===== src/rtl/frame_buffer_arbiter.sv =====
// frame_buffer_arbiter
//   Shares one single-port frame buffer RAM between a real-time display
//   reader, a FIFO-buffered host writer and a low-priority host reader.
//   Arbitration order per cycle: promoted client (full write FIFO, then
//   starved host read), display, write FIFO head, host read.
//   Reads have a fixed 2-cycle latency from the grant edge to rvalid.
//
// Ports
//   CLOCK_50, RESET            clock, async active-high reset
//   disp_req/addr/gnt          display read request (gnt is combinational)
//   disp_rvalid/rdata          display read return
//   wr_valid/addr/data/ready   host write push into the write FIFO
//   hr_req/addr/gnt            host read request (gnt is combinational)
//   hr_rvalid/rdata            host read return
//   mem_addr/data_in/write/enable  registered RAM controls
//   mem_rdata                  RAM out_data
//   wfifo_level                write FIFO occupancy
//
// Optional: define FBARB_STATS_EN to add stat_clr and the saturating
//   per-client access counters stat_disp / stat_wr / stat_hr.
module frame_buffer_arbiter #(
  parameter int DATA_WIDTH   = 8,
  parameter int ADDR_WIDTH   = 20,
  parameter int DEPTH        = 76800,
  parameter int WFIFO_DEPTH  = 8,
  parameter int STARVE_LIMIT = 16
) (
  input  logic                          CLOCK_50,
  input  logic                          RESET,
  input  logic                          disp_req,
  input  logic [ADDR_WIDTH-1:0]         disp_addr,
  output logic                          disp_gnt,
  output logic                          disp_rvalid,
  output logic [DATA_WIDTH-1:0]         disp_rdata,
  input  logic                          wr_valid,
  input  logic [ADDR_WIDTH-1:0]         wr_addr,
  input  logic [DATA_WIDTH-1:0]         wr_data,
  output logic                          wr_ready,
  input  logic                          hr_req,
  input  logic [ADDR_WIDTH-1:0]         hr_addr,
  output logic                          hr_gnt,
  output logic                          hr_rvalid,
  output logic [DATA_WIDTH-1:0]         hr_rdata,
  output logic [ADDR_WIDTH-1:0]         mem_addr,
  output logic [DATA_WIDTH-1:0]         mem_data_in,
  output logic                          mem_write,
  output logic                          mem_enable,
  input  logic [DATA_WIDTH-1:0]         mem_rdata,
  output logic [$clog2(WFIFO_DEPTH):0]  wfifo_level
`ifdef FBARB_STATS_EN
  ,
  input  logic                          stat_clr,
  output logic [15:0]                   stat_disp,
  output logic [15:0]                   stat_wr,
  output logic [15:0]                   stat_hr
`endif
);

  localparam int LW = $clog2(WFIFO_DEPTH);
  localparam logic [ADDR_WIDTH-1:0] DEPTH_A = ADDR_WIDTH'(DEPTH);
  localparam logic [7:0]            SLIM    = 8'(STARVE_LIMIT);
  localparam logic [LW:0]           FULL_L  = (LW+1)'(WFIFO_DEPTH);

  typedef enum logic [1:0] {SEL_NONE, SEL_DISP, SEL_WR, SEL_HR} sel_e;
  typedef enum logic [1:0] {TAG_NONE, TAG_DISP, TAG_HR} tag_e;

  // write FIFO
  logic [ADDR_WIDTH-1:0] fa_q [WFIFO_DEPTH];
  logic [DATA_WIDTH-1:0] fd_q [WFIFO_DEPTH];
  logic [LW-1:0]         wptr_q, rptr_q;
  logic [LW:0]           lvl_q;
  logic                  full, empty, push, pop;

  // arbitration / issue state
  sel_e                  sel;
  logic [7:0]            starve_q, starve_d;
  logic                  wr_prom, hr_prom;
  logic                  disp_inr, hr_inr, head_inr;
  logic [ADDR_WIDTH-1:0] head_addr;
  logic [DATA_WIDTH-1:0] head_data;

  logic [ADDR_WIDTH-1:0] mem_addr_q;
  logic [DATA_WIDTH-1:0] mem_data_q;
  logic                  mem_write_q, mem_enable_q;

  // two-stage return tag pipeline; oor marks an out-of-range read whose
  // data is forced to 0 regardless of what the RAM drives
  tag_e                  tag_q [2];
  logic [1:0]            oor_q;
  logic                  disp_rvalid_q, hr_rvalid_q;
  logic [DATA_WIDTH-1:0] disp_rdata_q, hr_rdata_q;

  assign full      = (lvl_q == FULL_L);
  assign empty     = (lvl_q == '0);
  assign wr_ready  = !full;
  assign push      = wr_valid && !full;
  assign head_addr = fa_q[rptr_q];
  assign head_data = fd_q[rptr_q];

  assign disp_inr  = disp_addr < DEPTH_A;
  assign hr_inr    = hr_addr   < DEPTH_A;
  assign head_inr  = head_addr < DEPTH_A;

  assign wr_prom   = full;
  assign hr_prom   = hr_req && (starve_q == SLIM);

  always_comb begin
    sel = SEL_NONE;
    if      (wr_prom)  sel = SEL_WR;
    else if (hr_prom)  sel = SEL_HR;
    else if (disp_req) sel = SEL_DISP;
    else if (!empty)   sel = SEL_WR;
    else if (hr_req)   sel = SEL_HR;
  end

  assign disp_gnt = (sel == SEL_DISP);
  assign hr_gnt   = (sel == SEL_HR);
  assign pop      = (sel == SEL_WR);

  always_comb begin
    starve_d = starve_q;
    if (!hr_req || hr_gnt)  starve_d = '0;
    else if (starve_q != SLIM) starve_d = starve_q + 8'd1;
  end

  // FIFO storage needs no reset; occupancy alone defines validity
  always_ff @(posedge CLOCK_50) begin
    if (push) begin
      fa_q[wptr_q] <= wr_addr;
      fd_q[wptr_q] <= wr_data;
    end
  end

  always_ff @(posedge CLOCK_50 or posedge RESET) begin
    if (RESET) begin
      wptr_q   <= '0;
      rptr_q   <= '0;
      lvl_q    <= '0;
      starve_q <= '0;
    end else begin
      starve_q <= starve_d;
      if (push) wptr_q <= wptr_q + 1'b1;
      if (pop)  rptr_q <= rptr_q + 1'b1;
      if (push && !pop)      lvl_q <= lvl_q + 1'b1;
      else if (pop && !push) lvl_q <= lvl_q - 1'b1;
    end
  end

  always_ff @(posedge CLOCK_50 or posedge RESET) begin
    if (RESET) begin
      mem_addr_q    <= '0;
      mem_data_q    <= '0;
      mem_write_q   <= 1'b0;
      mem_enable_q  <= 1'b0;
      tag_q[0]      <= TAG_NONE;
      tag_q[1]      <= TAG_NONE;
      oor_q         <= '0;
      disp_rvalid_q <= 1'b0;
      hr_rvalid_q   <= 1'b0;
      disp_rdata_q  <= '0;
      hr_rdata_q    <= '0;
    end else begin
      // idle default: strobes drop, address/data hold
      mem_write_q  <= 1'b0;
      mem_enable_q <= 1'b0;
      tag_q[0]     <= TAG_NONE;
      oor_q[0]     <= 1'b0;
      case (sel)
        SEL_DISP: begin
          mem_addr_q   <= disp_addr;
          mem_enable_q <= disp_inr;
          tag_q[0]     <= TAG_DISP;
          oor_q[0]     <= !disp_inr;
        end
        SEL_HR: begin
          mem_addr_q   <= hr_addr;
          mem_enable_q <= hr_inr;
          tag_q[0]     <= TAG_HR;
          oor_q[0]     <= !hr_inr;
        end
        SEL_WR: begin
          // out-of-range head is popped and dropped without a RAM cycle
          if (head_inr) begin
            mem_addr_q   <= head_addr;
            mem_data_q   <= head_data;
            mem_write_q  <= 1'b1;
            mem_enable_q <= 1'b1;
          end
        end
        default: ;
      endcase
      tag_q[1]      <= tag_q[0];
      oor_q[1]      <= oor_q[0];
      disp_rvalid_q <= (tag_q[1] == TAG_DISP);
      hr_rvalid_q   <= (tag_q[1] == TAG_HR);
      if (tag_q[1] == TAG_DISP) disp_rdata_q <= oor_q[1] ? '0 : mem_rdata;
      if (tag_q[1] == TAG_HR)   hr_rdata_q   <= oor_q[1] ? '0 : mem_rdata;
    end
  end

  assign mem_addr    = mem_addr_q;
  assign mem_data_in = mem_data_q;
  assign mem_write   = mem_write_q;
  assign mem_enable  = mem_enable_q;
  assign disp_rvalid = disp_rvalid_q;
  assign hr_rvalid   = hr_rvalid_q;
  assign disp_rdata  = disp_rdata_q;
  assign hr_rdata    = hr_rdata_q;
  assign wfifo_level = lvl_q;

`ifdef FBARB_STATS_EN
  logic [15:0] st_disp_q, st_wr_q, st_hr_q;

  // counts issued grants (a dropped out-of-range write still counts as issued)
  always_ff @(posedge CLOCK_50 or posedge RESET) begin
    if (RESET) begin
      st_disp_q <= '0;
      st_wr_q   <= '0;
      st_hr_q   <= '0;
    end else if (stat_clr) begin
      st_disp_q <= '0;
      st_wr_q   <= '0;
      st_hr_q   <= '0;
    end else begin
      if (sel == SEL_DISP && st_disp_q != 16'hFFFF) st_disp_q <= st_disp_q + 16'd1;
      if (sel == SEL_WR   && st_wr_q   != 16'hFFFF) st_wr_q   <= st_wr_q   + 16'd1;
      if (sel == SEL_HR   && st_hr_q   != 16'hFFFF) st_hr_q   <= st_hr_q   + 16'd1;
    end
  end

  assign stat_disp = st_disp_q;
  assign stat_wr   = st_wr_q;
  assign stat_hr   = st_hr_q;
`endif

endmodule


===== config.mk =====
export PLATFORM = sky130hd
export DESIGN_NAME = frame_buffer_arbiter
export DESIGN_NICKNAME = d
export VERILOG_FILES = /design/src/rtl/frame_buffer_arbiter.sv
export SDC_FILE = /design/constraint.sdc
export NUM_CORES = 1
export LEC_CHECK = 0
export ABC_AREA = 1
export CAP_MARGIN = 20
export CELL_PAD_IN_SITES_DETAIL_PLACEMENT = 1
export CELL_PAD_IN_SITES_GLOBAL_PLACEMENT = 1
export CORE_MARGIN = 2
export CORE_UTILIZATION = 30
export DETAILED_ROUTE_END_ITERATION = 8
export DONT_BUFFER_PORTS = 1
export PLACE_DENSITY = 0.56
export REMOVE_ABC_BUFFERS = 1
export SLEW_MARGIN = 5
export SYNTH_ARGS = -nofsm -noshare
export SYNTH_HDL_FRONTEND = slang
export SYNTH_SLANG_ARGS = --single-unit

===== constraint.sdc =====
create_clock -name CLOCK_50 -period 3.39 [get_ports CLOCK_50]
set_input_delay 0.339 -clock CLOCK_50 [delete_from_list [all_inputs] [get_ports CLOCK_50]]
set_output_delay 0.339 -clock CLOCK_50 [all_outputs]
set_load 0.01 [all_outputs]

==> impl_metrics.env <==
export IMPL_status="finished, final reports clean"
export IMPL_cts_max_path_buffers=3
export IMPL_netlist_area_um2=12300
export IMPL_maxSlewHeadroom=0.482
export IMPL_ys_warn_count=0
export IMPL_yosys_area_top_type="edfxtp_1"
export IMPL_via_per_inst=4.88
export IMPL_clock_sinks=296
export IMPL_numCtsBuffers=34
export IMPL_hold_class="input port to flip-flop"
export IMPL_post_route_min_period_ps=2950
export IMPL_clockPowerShare=0.284
export IMPL_ctsRootBufferMaster="clkbuf_16"
export IMPL_power_internal_mw=7.94
export IMPL_die_y_um=207
export IMPL_routedWlPerCell_um=20.8
export IMPL_cp_slowest_cell="inv_1"
export IMPL_clock_latency_ps=520
export IMPL_pwr_density_cell_nw_per_um2=869
export IMPL_finalWeightedCongestion=0.766
export IMPL_drt_iter0_markers=451
export IMPL_synth_top_area_frac=0.547
export IMPL_hpwl_mm=21.1
export IMPL_pwr_share_seq=0.422
export IMPL_finalHoldViolCount=0
export IMPL_setup_violations=0
export IMPL_wl_mm=34.0
export IMPL_htree_levels=2
export IMPL_fin_ws_ps=435
export IMPL_drcViolationCount=0
export IMPL_ant_nets=0
export IMPL_placed_area_um2=13000
export IMPL_drv_slew=0
export IMPL_final_common_cell="edfxtp_1"
export IMPL_drt_pre_antenna_iters=4
export IMPL_post_cts_resized=0
export IMPL_seq_area_frac_synth=0.693
export IMPL_grt_pass1_wl_mm=51.2
export IMPL_cp_required_ps=3050
export IMPL_critPathMaxStageDelay_ps=450
export IMPL_p_comb_frac=0.294
export IMPL_endpoint_kind="output pin"
export IMPL_ys_ff_latch=296
export IMPL_layout_cells_non_filler=1638
export IMPL_cap_viol_max_count=0
export IMPL_area_delta_synth_final_pct=16.5
export IMPL_grt_setup_unrepaired="false"
export IMPL_cts_tree="built"
export IMPL_core_um2=40600
export IMPL_avgSynthCellArea_um2=11.8
export IMPL_die_w_um=207
export IMPL_post_route_util=0.352
export IMPL_num_io_pins=136
export IMPL_grt_start_max_net_pins=63
export IMPL_pre_cts_ws_ps=661
export IMPL_path_class="flip-flop to output pin"
export IMPL_num_rows=74
export IMPL_antenna_found_initial=3
export IMPL_cts_reportedPaths_clkPinSlew_ps=60
export IMPL_path_cells="inv_1, ha_1, nand2_1, nor3_4, nand3_2, nand2_1, nand3_1, inv_1, buf_4"
export IMPL_whs_ps=39.3
export IMPL_grtUsageTotal=0.160
export IMPL_syn_inst=1039
export IMPL_synth_edf_count=224
export IMPL_async_reset_ff_frac=0.243
export IMPL_nets=1168
export IMPL_vdd_drop_max_mv=0.343
export IMPL_grt_pass1_vias=8387
export IMPL_p_leak_nw=5.37
export IMPL_power_switching_mw=4.51
export IMPL_start_util=0.303
export IMPL_finalClockSkew_ps=28.5
export IMPL_worstPathMaxFanout=9
export IMPL_worst_slew_pin_slew_ps=774
export IMPL_design_area_um2=14300
export IMPL_switching_share=0.362
export IMPL_final_cell_mix="224 x edfxtp_1, 194 x nand2_1, 126 x nor2_1, 99 x o21ai_0, 70 x dfrtp_1"
export IMPL_netlist_top_cells_area="edfxtp_1 55%, dfrtp_1 15%, nand2_1 5.9%"
export IMPL_finalCritPeriodShare=0.872
export IMPL_cp_arrival_ps=2620
export IMPL_dpl_cell_count=1546
export IMPL_final_layout_size_suffix_gt1_frac=0.125
export IMPL_grt_ovfl_total=0
export IMPL_yosysUniqueCellTypes=39
export IMPL_io_buffers=0
export IMPL_detailroute_via_count=7999
export IMPL_startpoint_type="flip-flop"
export IMPL_ys_flop_type="edfxtp_1"
export IMPL_die_area_um2=42600
export IMPL_fmax_ghz=0.338
==> flip-flops by register name (all words and copies together) (netlist names) <==
| signal | flops |
|---|---|
| hr_rdata | 8 |
| wfifo_level | 4 |
| fd_q | 64 |
| tag_q | 4 |
| rptr_q | 3 |
| wptr_q | 3 |
| mem_data_in | 8 |
| mem_write | 1 |
| hr_rvalid | 1 |
| fa_q | 160 |
| disp_rvalid | 1 |
| disp_rdata | 8 |
| oor_q | 2 |
| starve_q | 8 |
| mem_enable | 1 |
| mem_addr | 20 |
==> routing by layer <==
metal  vias up  global-route usage  part of all wire
met2       195               0.264              0.46
met4         4              0.0398             0.018
met5         -                   0           0.00088
met1      4015               0.214              0.46
li1       3733                   -                 -
met3        52              0.0366             0.063
==> cells by family (layout without fill, tap and decap cells) <==
group                      count (synthesis)  count (layout)  share of synthesized area
and+or+nand+nor                          409             409                      0.143
DFF                                      296             296                      0.693
AOI/OAI and AO/OA                        190             190                     0.0900
buffers and inverters                    113             178                     0.0452
muxes                                     16              16                     0.0146
adders and majority gates                  8               8                    0.00875
xor gates and xnor gates                   7               7                    0.00498
other                                      0               2                          0
==> critical path, delay by kind of cell, from the launching register on <==
kind	cells	cell delay, ps
fa+ha+maj	1	150
buf+inv	3	810
flops	1	420
simple gates	5	720
==> worst paths after layout <==
kind	end	start	slack (ps)	cells after the start
worst min register to register	tag_q[0]	tag_q[2]	350	0
worst max-delay path	hr_gnt	starve_q[0]	440	9
worst min-delay path	wptr_q[0]	wr_valid	40	3
min in group asynchronous	wfifo_level[1]	RESET	260	2
worst max register to register	wfifo_level[3]	wfifo_level[0]	670	14
max in group asynchronous	rptr_q[0]	RESET	2290	3
==> per-stage QoR <==
stage	TNS (ps)	power (mW)
after global routing	0	13.3
final	0	12.4
after global placement	0	8.93
after CTS	0	12.7
after detailed placement	0	9.03
after floorplan	-43140	7.46
==> power by group through the flow <==
stage          registers, mW  logic [mW]  clock network, mW
3_3_place_gp            5.32        3.61                  0
6_report                5.25        3.66               3.54
5_1_grt                 5.35        4.18               3.78
2_1_floorplan           5.32        2.14                  0
4_1_cts                 5.27        3.76               3.64
3_5_place_dp            5.34        3.68                  0
==> synth_stat cells (2+ instances only) <==
| library cell | number |
|---|---|
| ha_1 | 7 |
| o22ai_1 | 14 |
| o31ai_1 | 2 |
| o21ai_1 | 22 |
| o221ai_1 | 23 |
| dfrtp_1 | 72 |
| a32oi_1 | 3 |
| nand4_1 | 2 |
| nor2_1 | 134 |
| a21oi_1 | 12 |
| clkbuf_1 | 22 |
| nand2_2 | 3 |
| nand3_2 | 20 |
| xnor2_1 | 2 |
| nand3_1 | 47 |
| buf_6 | 9 |
| o211ai_1 | 11 |
| nand2_1 | 194 |
| buf_4 | 8 |
| a31oi_1 | 2 |
| nor3_1 | 5 |
| xor2_1 | 5 |
| inv_2 | 4 |
| inv_1 | 51 |
| mux2_2 | 16 |
| buf_2 | 15 |
| edfxtp_1 | 224 |
| o21ai_0 | 99 |
==> cell type report <==
class | instances | area, um^2
timing repair buffer | 61 | 568
multi-input combinational | 630 | 3280
fill | 4372 | 26300
sequential | 296 | 8530
tap | 532 | 666
antenna | 2 | 5.00
clock inverter | 15 | 126
inverter | 56 | 214
clock buffer | 46 | 937
==> what timing repair did <==
item | in CTS | in global routing
endpoints found under the hold margin | 242 | 0
hold buffers | 29 | 0
endpoints found under the setup margin | 0 | 0
setup buffers | 0 | 0
Power figures use the tool's default switching activity.
